`src/rtl/pwm_fade_pkg.sv`:
```
// Shared definitions for the PWM fade engine:
// mode codes and sequencer state encodings.
package pwm_fade_pkg;

  localparam logic [1:0] MODE_OFF     = 2'd0;
  localparam logic [1:0] MODE_STATIC  = 2'd1;
  localparam logic [1:0] MODE_RAINBOW = 2'd2;
  localparam logic [1:0] MODE_BREATHE = 2'd3;

  typedef enum logic {
    RAMP = 1'b0,
    HOLD = 1'b1
  } seq_state_t;

endpackage

```
`src/rtl/tick_div.sv`:
```
// Free-running prescaler: one-cycle pulse every DIV
// enabled cycles, frozen while en is low.
module tick_div #(
  parameter int DIV = 2
) (
  input  logic clk,
  input  logic rst,
  input  logic en,
  output logic tick
);

  localparam int W = (DIV > 1) ? $clog2(DIV) : 1;
  localparam logic [W-1:0] LAST = W'(DIV - 1);

  logic [W-1:0] cnt;

  always_ff @(posedge clk) begin
    if (rst) begin
      cnt <= '0;
    end else if (en) begin
      cnt <= (cnt == LAST) ? '0 : cnt + 1'b1;
    end
  end

  assign tick = en && (cnt == LAST);

endmodule

```
`src/rtl/pwm_fade_engine.sv`:
```
// Multi-channel PWM with per-channel level fading
// toward mode-selected targets and a sequencing FSM.
module pwm_fade_engine
  import pwm_fade_pkg::*;
#(
  parameter int NUM_CH     = 3,
  parameter int PWM_BITS   = 8,
  parameter int PWM_DIV    = 100,
  parameter int FADE_DIV   = 20000,
  parameter int FADE_STEP  = 1,
  parameter int HOLD_STEPS = 0,
  localparam int CW = (NUM_CH > 1) ? $clog2(NUM_CH) : 1
) (
  input  logic                         CLK,
  input  logic                         RST,
  input  logic                         EN,
  input  logic [1:0]                   MODE,
  input  logic                         WR_EN,
  input  logic [CW-1:0]                WR_CH,
  input  logic [PWM_BITS-1:0]          WR_DATA,
  output logic [NUM_CH-1:0]            PWM_OUT,
  output logic [NUM_CH*PWM_BITS-1:0]   LEVEL,
  output logic                         SETTLED,
  output logic                         PERIOD_START
);

  localparam int HW = (HOLD_STEPS > 0) ? $clog2(HOLD_STEPS + 1) : 1;
  localparam logic [HW-1:0] HOLD_N = HW'(HOLD_STEPS);
  localparam logic [PWM_BITS-1:0] LMAX = '1;
  localparam logic [PWM_BITS:0] STEP = (PWM_BITS + 1)'(FADE_STEP);

  logic pwm_tick;
  logic fade_tick;
  logic [PWM_BITS-1:0] pwm_cnt;
  logic [NUM_CH-1:0] cmp;
  logic [NUM_CH-1:0] at_tgt;
  logic [NUM_CH-1:0] step_at_tgt;
  logic [NUM_CH-1:0] johnson;
  logic [NUM_CH-1:0] johnson_nxt;
  logic phase_up;
  logic [1:0] mode_q;
  logic mode_chg;
  logic [HW-1:0] hold_cnt;
  seq_state_t state;
  seq_state_t state_nxt;
  logic hold_load;
  logic hold_dec;
  logic advance;

  tick_div #(.DIV(PWM_DIV)) u_pwm_div (
    .clk  (CLK),
    .rst  (RST),
    .en   (EN),
    .tick (pwm_tick)
  );

  tick_div #(.DIV(FADE_DIV)) u_fade_div (
    .clk  (CLK),
    .rst  (RST),
    .en   (EN),
    .tick (fade_tick)
  );

  always_ff @(posedge CLK) begin
    if (RST) begin
      pwm_cnt      <= '0;
      PERIOD_START <= 1'b0;
    end else begin
      PERIOD_START <= pwm_tick && (pwm_cnt == LMAX);
      if (pwm_tick) pwm_cnt <= pwm_cnt + 1'b1;
    end
  end

  always_ff @(posedge CLK) begin
    if (RST) begin
      PWM_OUT <= '0;
    end else if (!EN) begin
      PWM_OUT <= '0;
    end else if (pwm_tick) begin
      PWM_OUT <= cmp;
    end
  end

  for (genvar i = 0; i < NUM_CH; i++) begin : g_ch
    localparam logic [CW:0] IDX = (CW + 1)'(i);

    logic [PWM_BITS-1:0] lv;
    logic [PWM_BITS-1:0] hr;
    logic [PWM_BITS-1:0] tg;
    logic [PWM_BITS-1:0] nx;
    logic [PWM_BITS:0] up;
    logic [PWM_BITS:0] dn;

    always_comb begin
      unique case (1'b1)
        MODE == MODE_STATIC:  tg = hr;
        MODE == MODE_RAINBOW: tg = johnson[i] ? LMAX : '0;
        MODE == MODE_BREATHE: tg = phase_up ? hr : '0;
        default:              tg = '0;
      endcase
    end

    // one extra bit so the step can neither wrap nor overshoot
    assign up = {1'b0, lv} + STEP;
    assign dn = {1'b0, lv} - STEP;

    always_comb begin
      nx = lv;
      if (tg > lv) begin
        nx = (up > {1'b0, tg}) ? tg : up[PWM_BITS-1:0];
      end else if (tg < lv) begin
        nx = (dn[PWM_BITS] || dn < {1'b0, tg}) ? tg : dn[PWM_BITS-1:0];
      end
    end

    always_ff @(posedge CLK) begin
      if (RST) begin
        lv <= '0;
        hr <= '0;
      end else begin
        if (WR_EN && {1'b0, WR_CH} == IDX) hr <= WR_DATA;
        if (fade_tick) lv <= nx;
      end
    end

    assign LEVEL[i*PWM_BITS +: PWM_BITS] = lv;
    assign cmp[i]         = pwm_cnt < lv;
    assign at_tgt[i]      = lv == tg;
    assign step_at_tgt[i] = nx == tg;
  end

  assign SETTLED  = &at_tgt;
  assign mode_chg = MODE != mode_q;

  always_comb begin
    johnson_nxt    = johnson << 1;
    johnson_nxt[0] = ~johnson[NUM_CH-1];
  end

  always_ff @(posedge CLK) begin
    if (RST) begin
      state <= RAMP;
    end else if (mode_chg) begin
      state <= RAMP;
    end else begin
      state <= state_nxt;
    end
  end

  always_comb begin
    state_nxt = state;
    unique case (state)
      RAMP: if (fade_tick && &step_at_tgt) state_nxt = HOLD;
      HOLD: if (fade_tick && hold_cnt == '0) state_nxt = RAMP;
      default: state_nxt = RAMP;
    endcase
  end

  always_comb begin
    hold_load = (state == RAMP) && fade_tick && &step_at_tgt;
    hold_dec  = (state == HOLD) && fade_tick && hold_cnt != '0;
    advance   = (state == HOLD) && fade_tick && hold_cnt == '0;
  end

  always_ff @(posedge CLK) begin
    if (RST) begin
      mode_q   <= MODE_OFF;
      johnson  <= '0;
      phase_up <= 1'b1;
      hold_cnt <= '0;
    end else begin
      mode_q <= MODE;
      if (mode_chg) begin
        johnson  <= '0;
        phase_up <= 1'b1;
      end else begin
        if (hold_load) hold_cnt <= HOLD_N;
        else if (hold_dec) hold_cnt <= hold_cnt - 1'b1;
        if (advance && MODE == MODE_RAINBOW) johnson <= johnson_nxt;
        if (advance && MODE == MODE_BREATHE) phase_up <= ~phase_up;
      end
    end
  end

endmodule

```
`config.mk`:
```
export PLATFORM = sky130hd
export DESIGN_NAME = pwm_fade_engine
export DESIGN_NICKNAME = d
export VERILOG_FILES = /design/src/rtl/pwm_fade_pkg.sv /design/src/rtl/tick_div.sv /design/src/rtl/pwm_fade_engine.sv
export SDC_FILE = /design/constraint.sdc
export NUM_CORES = 1
export LEC_CHECK = 0
export CAP_MARGIN = 20
export CORE_ASPECT_RATIO = 1.25
export CORE_MARGIN = 5
export CORE_UTILIZATION = 60
export DETAILED_ROUTE_END_ITERATION = 10
export PLACE_DENSITY = 0.8
export RECOVER_POWER = 25
export SLEW_MARGIN = 25
export SYNTH_ARGS = -nofsm -noshare
export SYNTH_HDL_FRONTEND = slang
export SYNTH_SLANG_ARGS = --single-unit
export TNS_END_PERCENT = 10
```
`constraint.sdc`:
```
create_clock -name CLK -period 5.5 [get_ports CLK]
set_input_delay 0.825 -clock CLK [delete_from_list [all_inputs] [get_ports CLK]]
set_output_delay 0.825 -clock CLK [all_outputs]
set_load 0.05 [all_outputs]
```
# [Word level (Yosys, flattened, before mapping)]
# Cells that the tools add are included.
[totals] regBits=90 input_bits=16 out_inout_bits=29 word_cells=115
[classes] add_sub_neg=10 n_lt_le_gt_ge=15 n_eq_ne=15 muxes=28 bitwise_logic=6 n_reduce_logical=25
[op_table] operator="$mux W8" n=18
[op_table] operator="$pmux W8 S3" n=3
[op_table] operator="$eq A8 B8 Y1" n=6
[op_table] operator="$lt A8 B8 Y1" n=6
[op_table] operator="$add A8 B1 Y9 const B" n=3
[op_table] operator="$gt A9 B8 Y1" n=3
[op_table] operator="$lt A9 B8 Y1" n=3
[op_table] operator="$sub A8 B1 Y9 const B" n=3
[op_table] operator="$gt A8 B8 Y1" n=3
[op_table] operator="$add A15 B1 Y15 const B" n=1
[op_table] operator="$eq A15 B15 Y1 const B" n=1
[op_table] operator="$logic_and A1 B1 Y1" n=15
[op_table] operator="$mux W15" n=1
[op_table] operator="$add A8 B1 Y8 const B" n=1
[op_table] operator="$eq A8 B8 Y1 const B" n=1
[op_table] operator="$add A7 B1 Y7 const B" n=1
[op_table] operator="$eq A7 B7 Y1 const B" n=1
[op_table] operator="$mux W7" n=1
[op_table] operator="$eq A2 B2 Y1 const B" n=3
[op_table] operator="$not A1 Y1" n=6
[op_table] operator="$reduce_and A3 Y1" n=2
[op_table] operator="$eq A2 B1 Y1 const B" n=2
[op_table] operator="$mux W1" n=4
[op_table] operator="$reduce_or A2 Y1" n=2
[op_table] operator="7 further kinds" n=9

# [Logic depth before layout (Yosys ltp)]
[logic_depth] word_depth=12 depth_mapped=20 ltp_nobuf=17

# [Modules after synthesis]
# From an unflattened synthesis, not the netlist that was laid out.
[unflattened] hier_cells=1122 hier_area_um2=8797.2
[by_module_without_submodules] mod="pwm_fade_engine" n_inst=1 cells_each=1007 area_each_um2=7712.4 seq_area_each_um2=1361.3
[by_module_without_submodules] mod="tick_div at u_fade_div" n_inst=1 cells_each=79 area_each_um2=714.4 seq_area_each_um2=300.3
[by_module_without_submodules] mod="tick_div at u_pwm_div" n_inst=1 cells_each=36 area_each_um2=370.4 seq_area_each_um2=140.1

# [Least setup slack after synthesis]
# OpenSTA, ideal clock, no wires.
[synth_path] path_kind="input-to-output" startpoint="input port MODE[1]" endpoint="output port SETTLED" arrival_time_ns=3.994 required_ns=4.675 setup_slack_ns=0.681 path_stages=13 path_cell_list="nand2b_1 > buf_6 > and2_4 > buf_6 > buf_6 > a21oi_1 > inv_1 > ha_1 > nand4_1 > or2_2 > buf_2 > clkbuf_1 > nor3_1"
[synth_via] elab_chain_len=4 elab_cells_between_ends=10 cone_classes="eq/ne (6); mux (3); reduce/logical (1)"
[synth_rtl] item="from (decl)" line_no="pwm_fade_engine.sv:17" text="input logic [1:0] MODE,"
[synth_rtl] item="$eq A2 B2 Y1 (tied with other cells)" line_no="pwm_fade_engine.sv:98" text="MODE == MODE_BREATHE: tg = phase_up ? hr : '0;"
[synth_rtl] item="$pmux W8 S3" line_no="pwm_fade_engine.sv:95" text="unique case (1'b1)"
[synth_rtl] item="$eq A8 B8 Y1" line_no="pwm_fade_engine.sv:128" text="assign at_tgt[i] = lv == tg;"
[synth_rtl] item="$reduce_and A3 Y1 (*)" line_no="pwm_fade_engine.sv:132" text="assign SETTLED = &at_tgt;"
[synth_rtl] item="to (decl)" line_no="pwm_fade_engine.sv:23" text="output logic SETTLED,"
# Mark *: on every way between the ends. The rest lies on a longest branch, timed or not.

# [Worst setup path after layout]
[layout_path] startpoint="input port MODE[0]" endpoint="register hold_cnt"
[layout_via] elab_chain_len=12 elab_cells_between_ends=43 cone_classes="order compare (12); eq/ne (7); mux (16); bitwise (1); reduce/logical (7)"
[layout_rtl] item="$eq A2 B2 Y1 (tied with other cells)" line_no="pwm_fade_engine.sv:98"
[layout_rtl] item="$pmux W8 S3" line_no="pwm_fade_engine.sv:95"
[layout_rtl] item="$lt A9 B8 Y1" line_no="pwm_fade_engine.sv:112" text="nx = (dn[PWM_BITS] || dn < {1'b0, tg}) ? tg : dn[PWM_BITS-1:0];"
[layout_rtl] item="$logic_or A1 B1 Y1" line_no="pwm_fade_engine.sv:112"
[layout_rtl] item="$mux W8" line_no="pwm_fade_engine.sv:112"
[layout_rtl] item="$mux W8" line_no="pwm_fade_engine.sv:111" text="end else if (tg < lv) begin"
[layout_rtl] item="$mux W8" line_no="pwm_fade_engine.sv:109" text="if (tg > lv) begin"
[layout_rtl] item="$eq A8 B8 Y1" line_no="pwm_fade_engine.sv:129" text="assign step_at_tgt[i] = nx == tg;"
[layout_rtl] item="$reduce_and A3 Y1" line_no="pwm_fade_engine.sv:160" text="hold_load = (state == RAMP) && fade_tick && &step_at_tgt;"
[layout_rtl] item="$logic_and A1 B1 Y1" line_no="pwm_fade_engine.sv:160"
[layout_rtl] item="$reduce_bool A2 Y1 (no source line)"
[layout_rtl] item="$reduce_and A2 Y1 (no source line)"
[layout_rtl] item="to (signal assigned)" line_no="pwm_fade_engine.sv:178" text="else if (hold_dec) hold_cnt <= hold_cnt - 1'b1;"
[layout_rtl] item="to (decl)" line_no="pwm_fade_engine.sv:43" text="logic [HW-1:0] hold_cnt;"
# Parallel ways exist; a longest one is shown, timed or not.
# A chain may end at the register's enable or synchronous reset.

==> qor.yml <==
cp-end-kind: "register"
synth_seq_cells: 90
yosysSeqAreaShare: 0.2043
power.total_mw: 1.677
slowest_delay_ns: 0.69
dpl.hpwl_um: 23670
initial_core_util: 0.6121
clockBufferDepth: 2
synth_fa_ha_area_frac: 0.1388
insertion_delay_ns: 0.36
power_density_nw_per_um2: 169.2
n_antenna_cell: 0
status: "finished with violations"
violations: "capacitance limit, slew limit"
synth_commonest_cells: "125 x nor2_1, 97 x ha_1, 90 x dfxtp_1"
min_path_cells: 2
syn_to_final_growth_pct: 12.40
grt_first_pass_wirelength_um: 48050
slew_viol_final: 45
synth_mux_area_frac: 0.03973
cts_made_buffers: 9
final_util: 0.6880
post_cts_resized: 0
ys.flop_type: "dfxtp_1"
path_cells: "clkdlybuf4s50_1 > and3b_1 > a31oi_1 > inv_1 > ha_1 > a211oi_1 > o21a_1 > a21o_1 > o21ai_0 > a211oi_1 > o22ai_1 > a2111oi_2 > nand4_1 > nor4_2 > a21oi_1"
stdcell_area_um2: 9912
placed_cells: 1337
holdBufCountCts: 0
htree_num_levels: 3
period_share: 0.9281
core_um2: 14410
dpl-instance-area_um2: 9609
crit_required_ns: 5.73
antenna_left: 0
tightest_slew_ns: 1.923
routed_wl_um: 30880
synthTopCellsByArea: "dfxtp_1 20%, ha_1 14%, nor2_1 5.3%"
rsz0062_at_grt: "no"
dr.pass1.iters: 6
synth_xor_area_frac: 0.07534
min_path_type: "register to register"
hold_viol_final: 0
numClockSinks: 90
synth_top_area_share: 0.2043
synth_edf_count: 0
crit_arrival_ns: 5.34
num_vias: 9120
synth_warnings: 0
synthArstFlopShare: 0
yosysMostFrequentCell: "nor2_1"
cts_tree: "done"
drv_cap: 1
synth_simple_gate_area_frac: 0.2161
finalNetCount: 1283
crit_slowest_cell: "clkdlybuf4s50_1"
dieArea_um2: 17240
yosysTopAreaCell: "dfxtp_1"
leakage_nw: 4.040
synth_cell_types: 88
fin_crit_ns: 5.105
num_io_pins: 45
rows: 49
syn-cell-area_um2: 8818
synth-compound-area-share: 0.2683
antenna_found_initial: 0
reg2reg_depth: 17
cp-start-kind: "primary input"
max_slew_margin: -0.2823
synth.avg_cell_area_um2: 7.860
drc: 0
fp.dieW_um: 118.4
numPortBuffers: 44
grt_pass1_vias: 8756
routabilityCongestion: 1.019
crit_type: "primary input to register"
synthCells: 1122
viasPerCell: 6.741
clock_skew_ns: 0.008942
grt_overflow: 0
setup_violations: 0
die_y_um: 145.5
wire_per_inst_um: 22.82
clkTransAtPathRegs_ns: 0.07
crit_top_cell: "a211oi_1"
path_max_fanout: 14
post-cts-setup-buffers: 0
fmax_ghz: 0.1959
ir_drop_uv: 147.5
setup_tns_ns: 0
fin_cells: 1353
r2r_slack_ns: 0.88
drt_iter0_drc: 938
syn_nets: 1235
layout-drive-gt1-share: 0.1072
cts-root-buf: "clkbuf_16"
grtUsageTotal: 0.3462
grt_start_max_net_pins: 45
synth_top_family_by_area: "compound AO/OA/AOI/OAI gates"
==> flip-flops by register name (all words and copies together), names as in the netlist <==
register / cells
u_pwm_div.cnt: 7
PWM_OUT: 3
phase_up: 1
johnson: 3
pwm_cnt: 8
PERIOD_START: 1
mode_q: 2
g_ch.lv: 24
u_fade_div.cnt: 15
state: 1
hold_cnt: 1
g_ch.hr: 24
==> critical path, delay by kind of cell <==
kind	cells	cell delay, ns
buffers and inverters	2	0.82
and+or+nand+nor	3	0.99
AOI/OAI and AO/OA	9	2.34
adders and majority gates	1	0.33
==> power breakdown <==
group	leakage, nW	total, mW	switching [mW]	internal (mW)
clock	0.150	0.643	0.319	0.324
sequential	0.728	0.669	0.00854	0.661
combinational	3.16	0.364	0.230	0.134
total	4.04	1.68	0.558	1.12
==> stage by stage <==
step                      hold WS [ns]  worst slack, ns
after CTS                       0.4922           0.5268
final                           0.4928           0.3955
after global placement          0.4684           0.2955
after global routing            0.5250           0.1511
after detailed placement        0.4784           0.1634
after floorplan                 0.4415           0.6814
==> final timing paths <==
kind	from	endpoint
max reg2reg	g_ch[0].lv[1]	hold_cnt
min reg2reg	hold_cnt	hold_cnt
min	hold_cnt	hold_cnt
max	MODE[0]	hold_cnt
==> area by class of cell <==
class / count / area [µm²]
repair buffers: 94 / 822.0
flip-flops and latches: 90 / 1802
multi-input cells: 911 / 6519
clock buffers: 9 / 225.2
fillers: 1270 / 4496
inverters: 64 / 240.2
well taps: 178 / 222.7
clock inverters: 7 / 81.33
==> logic make-up (layout without fill, tap and decap cells) <==
family,count (synthesis),after routing
adder cells (fa/ha/maj),98,98
multiplexers,35,35
AND/OR/NAND/NOR,377,377
flip-flops,90,90
AO/OA/AOI/OAI,326,326
XOR/XNOR,75,75
buffers and inverters,121,174
==> routing by layer <==
layer  vias up  routed length, µm  part of all wire  track usage
met5         -                  0                 0            0
met4         0               2238             0.072       0.2275
met3       153               2237             0.072      0.04432
met2       480              14330              0.46       0.5715
met1      4240              12070              0.39       0.4198
li1       4247                  -                 -            -
==> cells in the final DEF, fill, tap and decap left out, types with 6 or more instances in the layout <==
cell             count
nor4_1              12
nand2b_1            11
ha_1                97
buf_4               49
and4_1               7
o22ai_1             14
a21oi_4              7
or3_1                7
clkbuf_16            9
a21oi_1             78
a31oi_1              8
or2_2                9
xnor2_1             47
nand3_1             32
mux2i_1             35
xor2_1              27
nor3_1              20
nor2_1             124
a211oi_1            16
a21oi_2              7
a21o_1              29
nand4_1             32
nor2b_1              9
o31ai_1              6
o211ai_1            17
inv_1               59
clkdlybuf4s50_1     42
dfxtp_1             90
and3_1               8
o32ai_1              6
nand2_1             72
o21ai_0             52
Power figures use the tool's default switching activity.
